<file path="src/rtl/decoder_sequencer.sv">
// Sequencer that drives the SM83 decoder input bus a[25:0] from IR, CB/IRQ flags and M-cycle step.
// Defining DECSEQ_HALT_EN adds the HALT state with the halt_req input and the halted output.
module decoder_sequencer #(
    parameter logic [7:0] CB_PREFIX  = 8'hCB,
    parameter logic [7:0] IRQ_OPCODE = 8'h00
) (
    input  logic        CLK,
    input  logic        RESET,
    input  logic        stall,
    input  logic [7:0]  fetch_data,
    input  logic        instr_done,
    input  logic        irq_req,
`ifdef DECSEQ_HALT_EN
    input  logic        halt_req,
    output logic        halted,
`endif
    output logic [7:0]  ir,
    output logic [2:0]  state,
    output logic        cb_mode,
    output logic        intr_dispatch,
    output logic [1:0]  phase,
    output logic        clk5,
    output logic        seq_out_2,
    output logic [25:0] a,
    output logic        seq_err
);

    localparam int unsigned IR_W   = 8;
    localparam int unsigned ST_W   = 3;
    localparam int unsigned PH_W   = 2;
    localparam logic [ST_W-1:0] ST_MAX    = ST_W'(7);
    localparam logic [PH_W-1:0] PH_LAST   = PH_W'(3);

`ifdef DECSEQ_HALT_EN
    typedef enum logic [0:0] {EXEC = 1'b0, HALT = 1'b1} fsm_t;
`else
    typedef enum logic [0:0] {EXEC = 1'b0} fsm_t;
`endif

    fsm_t            fsm_q;
    logic [IR_W-1:0] ir_q;
    logic [ST_W-1:0] state_q;
    logic            cb_mode_q;
    logic            intr_q;
    logic [PH_W-1:0] phase_q;
    logic            seq_err_q;

    logic            boundary_c;
    logic            prefix_done_c;
    logic            take_irq_c;

    assign boundary_c    = (phase_q == PH_LAST) && !stall;
    // A completing CB prefix blocks IRQ so the prefixed opcode is never separated from it.
    assign prefix_done_c = (ir_q == CB_PREFIX) && !cb_mode_q && !intr_q;
    assign take_irq_c    = instr_done && irq_req && !prefix_done_c;

`ifdef DECSEQ_HALT_EN
    logic halted_q;
    logic halt_go_c;

    assign halt_go_c = instr_done && halt_req && !irq_req && !cb_mode_q && !intr_q;
    assign halted    = halted_q;
`endif

    always_ff @(posedge CLK) begin
        if (RESET) begin
            fsm_q     <= EXEC;
            ir_q      <= '0;
            state_q   <= '0;
            cb_mode_q <= 1'b0;
            intr_q    <= 1'b0;
            phase_q   <= '0;
            seq_err_q <= 1'b0;
`ifdef DECSEQ_HALT_EN
            halted_q  <= 1'b0;
`endif
        end else if (!stall) begin
            phase_q <= phase_q + PH_W'(1);
            if (boundary_c) begin
                if (fsm_q == EXEC) begin
                    if (take_irq_c) begin
                        intr_q    <= 1'b1;
                        cb_mode_q <= 1'b0;
                        ir_q      <= IRQ_OPCODE;
                        state_q   <= '0;
`ifdef DECSEQ_HALT_EN
                    end else if (halt_go_c) begin
                        fsm_q    <= HALT;
                        halted_q <= 1'b1;
`endif
                    end else if (instr_done) begin
                        ir_q      <= fetch_data;
                        state_q   <= '0;
                        intr_q    <= 1'b0;
                        cb_mode_q <= prefix_done_c;
                    end else if (state_q != ST_MAX) begin
                        state_q <= state_q + ST_W'(1);
                    end else begin
                        seq_err_q <= 1'b1;
                    end
                end
`ifdef DECSEQ_HALT_EN
                else if (irq_req) begin
                    // Wake and dispatch on the same boundary.
                    fsm_q     <= EXEC;
                    halted_q  <= 1'b0;
                    intr_q    <= 1'b1;
                    cb_mode_q <= 1'b0;
                    ir_q      <= IRQ_OPCODE;
                    state_q   <= '0;
                end
`endif
            end
        end
    end

    assign ir            = ir_q;
    assign state         = state_q;
    assign cb_mode       = cb_mode_q;
    assign intr_dispatch = intr_q;
    assign phase         = phase_q;
    assign seq_err       = seq_err_q;
    assign clk5          = phase_q[0];
    assign seq_out_2     = ~phase_q[1];

    // Decoder bus: each odd bit carries a field bit, the even bit below it its complement.
    assign a[1]  = intr_q;
    assign a[0]  = ~intr_q;
    assign a[3]  = cb_mode_q;
    assign a[2]  = ~cb_mode_q;
    assign a[21] = state_q[2];
    assign a[20] = ~state_q[2];
    assign a[23] = state_q[1];
    assign a[22] = ~state_q[1];
    assign a[25] = state_q[0];
    assign a[24] = ~state_q[0];

    for (genvar i = 0; i < 8; i++) begin : g_ir_bus
        assign a[19-2*i] = ir_q[i];
        assign a[18-2*i] = ~ir_q[i];
    end

endmodule
</file>
<file path="config.mk">
export PLATFORM = sky130hd
export DESIGN_NAME = decoder_sequencer
export DESIGN_NICKNAME = d
export VERILOG_FILES = /design/src/rtl/decoder_sequencer.sv
export SDC_FILE = /design/constraint.sdc
export NUM_CORES = 1
export LEC_CHECK = 0
export CAP_MARGIN = 40
export CORE_MARGIN = 2
export CORE_UTILIZATION = 38
export CTS_BUF_LIST = sky130_fd_sc_hd__clkbuf_16
export DETAILED_ROUTE_END_ITERATION = 7
export MAX_ROUTING_LAYER = met4
export PLACE_DENSITY = 0.93
export SETUP_SLACK_MARGIN = 0.15
export SYNTH_ARGS = -nofsm -noshare
export SYNTH_HDL_FRONTEND = slang
export SYNTH_SLANG_ARGS = --single-unit
</file>
<file path="constraint.sdc">
create_clock -name CLK -period 4.8 [get_ports CLK]
set_clock_uncertainty 0.15 [all_clocks]
set_input_delay 1.44 -clock CLK [delete_from_list [all_inputs] [get_ports CLK]]
set_output_delay 1.44 -clock CLK [all_outputs]
set_load 0.02 [all_outputs]
</file>
# Word-level counts from Yosys, hierarchy flattened
# Cells that the tools add are included.
# word_totals
reg_bits	16
elab_cells	52
input_bits	13
out_inout_bits	44
# classes
n_reduce_logical	14
n_mux	9
n_addsub	2
bitwise	18
n_eq_ne	3
# op_table
op	n
1-bit inverter	18
8-bit two-way mux	2
3-bit two-way mux	3
8-bit == test, second input constant	1
3-bit AND reduction	2
1-bit logical AND	5
5-bit AND reduction	1
1-bit zero test	4
1-bit two-way mux	4
3-bit by 1-bit adder with 3-bit output, second input constant	1
3-bit inequality test, second input constant	1
3-bit nonzero test	1
2-bit by 1-bit adder with 2-bit output, second input constant	1
2-bit == test, second input constant	1
2-bit nonzero test	1

# Logic depth before layout (Yosys ltp)
# logic_depth
ltp_word	7
ltp_mapped	5

# Worst setup path before layout
# No wires, ideal clock.
# synth_path
kind	input-to-reg
start	input stall
end	register state_q[1] (netlist: state[1])
setup_time_ns	0.071
path_slack_ns	2.394
path_stages	3
arrival_time_ns	2.185
path_cell_list	nand2b_4 -> or4b_1 -> a21oi_1
# synth_between
elab_chain_len	3
word_cells_on_any_way	4
# synth_rtl
item	line_no	rtl
from (decl)	9	input logic stall,
1-bit zero test	-	
1-bit logical AND	52	assign boundary_c = (phase_q == PH_LAST) && !stall;
3-bit AND reduction (no line) *	-	
to (signal assigned)	97	state_q <= state_q + ST_W'(1);
to (decl)	42	logic [ST_W-1:0] state_q;
# Mark *: on every way between the ends. The rest lies on a longest branch, timed or not.
# A chain may end at the register's enable or synchronous reset.

# Worst setup path after layout
# layout_path
start	input stall
end	register intr_q (netlist: intr_dispatch)
# layout_between
elab_chain_len	3
word_cells_on_any_way	4
# layout_rtl
item	line_no	rtl
1-bit zero test	-	
1-bit logical AND	52	
3-bit AND reduction (no line) *	-	
to (signal assigned)	71	intr_q <= 1'b0;
to (signal assigned)	82	intr_q <= 1'b1;
to (signal assigned)	94	intr_q <= 1'b0;
to (decl)	44	logic intr_q;
# Marks and branches as above.

==> impl_metrics.tcl <==
set metrics [dict create \
    whs_ps 323.5 \
    power_density_nw_per_um2 231.6 \
    grt_pass1_vias 686 \
    cp_max_fo 11 \
    regToRegStartpoint "phase[0]" \
    hold_class "reg -> reg" \
    critPathKind "in -> reg" \
    drive_gt1_share_pct 5.109 \
    ys_seq_area_share_pct 37.32 \
    ff2ff_setup_slack_ps 2840 \
    path_cells "clkdlybuf4s50_1, nand3b_1, and2_1, o21ba_2" \
    ys_types 24 \
    num_vias 759 \
    core_sq_um 2170 \
    overflow 0 \
    num_antenna_cells 0 \
    ant_nets 0 \
    p_switching_mw 0.06267 \
    clkPwrFrac_pct 46.9 \
    grt_pass1_wl_um 2980 \
    syn_inst 94 \
    cts-root-buf "clkbuf_16" \
    cts_made_buffers 3 \
    mostFrequentLayoutCells "clkdlybuf4s50_1, dfxtp_1, inv_1, mux2i_1, nor3_1" \
    setup_ws_ps 1683 \
    end_kind "flop" \
    drt_iter0_markers 9 \
    place_congestion 0.6951 \
    post_drt_wl_per_cell_um 12.35 \
    worstReg2RegEnd "intr_dispatch" \
    cts_resized 0 \
    synth_fp_nets 110 \
    rsz0062_at_grt "false" \
    wirelength_um 2037 \
    cts_sinks 16 \
    dpl.hpwl_um 1545 \
    required_ps 4780 \
    maxCapViolations 0 \
    cts_buffer_depth 2 \
    combPwrFrac_pct 10.9 \
    avgViaCountPerCell 4.600 \
    firstDrtPassIters 3 \
    antenna_found_initial 0 \
    grt_max_degree 17 \
    p_leak_nw 0.5686 \
    finalCritPeriodShare_pct 64.95 \
    final_common_cell "clkdlybuf4s50_1" \
    cpMaxStageDelayCell "nand3b_1" \
    dieArea_sq_um 2655 \
    cts_htree_levels 1 \
    ios 57 \
    critical_path_arrival_ps 3100 \
    setup_viol 0 \
    fin_setup_tns_ps 0 \
    status "completed" \
    clk_pin_slew_worst_paths_ps 50 \
    ys.warnings.count 0 \
    ir_drop_mv 0.3075 \
    p_int_mw 0.2645 \
    clkLatencyLatePin_ps 240 \
    yosys_register_bits 16 \
    dpl_cell_area_sq_um 1338 \
    cts_hold_buf 0 \
    power_frac_seq_pct 42.2 \
    syn_avg_cell_area_sq_um 9.131 \
    r2r_cells 4 \
    die_w_um 51.53 \
    initial_core_util_pct 39.56 \
    area_delta_synth_final_pct 64.58 \
    slowest_delay_ps 590 \
    relSlewSlack_pct 57.05 \
    grt_use_total_pct 15.21 \
    fp-row-count 17 \
    fin_nets 155 \
    post_cts_buffers 0 \
    switching_share_pct 19.16 \
    hold_viol_final 0 \
    portBuffers 56 \
    worstSetupStartpointType "primary input" \
    crit_path_start "stall" \
    fp.dieH_um 51.53 \
    stdcell_area_sq_um 1413 \
    cp-endpoint "intr_dispatch" \
    report.final.slew_viol_count 0 \
    worst_pin_slew_ps 642.3 \
    period_needed_ps 3117 \
    drc 0 \
    fmax_ghz 0.3208 \
    cts_tree "yes" \
    synth_area_sq_um 858.3 \
    pre_cts_ws_ps 1459 \
]
[worst min path at each step]
| stage | startpoint | end | cells past startpoint |
|---|---|---|---|
| 6_report | seq_err | seq_err | 2 |
| 5_1_grt | seq_err | seq_err | 2 |
| 4_1_cts | seq_err | seq_err | 2 |
| 3_5_place_dp | seq_err | seq_err | 2 |
| 3_3_place_gp | seq_err | seq_err | 2 |
| 2_1_floorplan | cb_mode | cb_mode | 2 |
[worst max-delay path: cells and delay by family]
| kind | cells | cell delay, ps |
|---|---|---|
| AOI/OAI and AO/OA | 1 | 190 |
| buffers and inverters | 1 | 510 |
| and+or+nand+nor | 2 | 960 |
[final cells by class]
cell class	count	area (sq um)
multi-input cells	47	365.4
flip-flops and latches	16	320.3
well taps	28	35.03
clock buffers	3	75.07
fillers	187	757.0
inverters	15	56.30
repair buffers	56	560.5
[cell usage after synthesis]
master	n	area (sq um)
nor3_1	8	40.04
or4_1	1	7.510
nand2_1	1	3.750
mux2i_1	9	90.09
inv_1	15	56.30
nand2b_4	1	13.76
dfxtp_1	16	320.3
a31oi_1	1	6.260
nand4b_1	2	17.52
xor2_1	1	8.760
and4b_1	1	10.01
nand3b_1	1	7.510
or4b_1	2	20.02
a31oi_2	1	12.51
buf_4	15	112.6
and2_1	1	6.260
nor2b_1	2	12.51
o21ai_0	3	15.01
nor2_1	3	11.26
clkbuf_1	1	3.750
o21ba_2	1	10.01
a21oi_1	4	20.02
ha_1	3	37.54
nor4b_2	1	15.01
[power by group through the flow]
stage | registers [mW] | clock network, mW | logic, mW
after floorplan | 0.143 | 0 | 0.0131
after CTS | 0.138 | 0.157 | 0.0359
after detailed placement | 0.141 | 0 | 0.0355
after global placement | 0.140 | 0 | 0.0352
final | 0.138 | 0.153 | 0.0357
after global routing | 0.138 | 0.164 | 0.0375
[state kept, by name, indices dropped and copies added, names as in the netlist]
signal	flops
ir	8
state	3
phase	2
cb_mode	1
intr_dispatch	1
seq_err	1
[logic make-up after synthesis]
| group | synth area share, % |
|---|---|
| simple gates | 19.24 |
| compound gates | 7.434 |
| mux | 10.50 |
| fa+ha+maj | 4.374 |
| buf+inv | 20.12 |
| flops | 37.32 |
| xor+xnor | 1.021 |
[routing by layer]
metal / wire length (um) / vias up / global-route usage [%]
met4: 16 / 0 / 2.632
met2: 1025 / 26 / 27.14
li1: - / 390 / -
met5: 0 / - / -
met3: 85 / 2 / 4.310
met1: 910 / 341 / 17.15
[metrics by stage]
step,utilization (%),cells,power [mW]
6_report,65.11,165,0.3271
5_1_grt,65.11,165,0.3400
3_3_place_gp,61.65,162,0.1755
4_1_cts,65.11,165,0.3311
3_5_place_dp,61.65,162,0.1760
2_1_floorplan,-,94,0.1558
No activity file was read; power rests on OpenSTA's default activity.
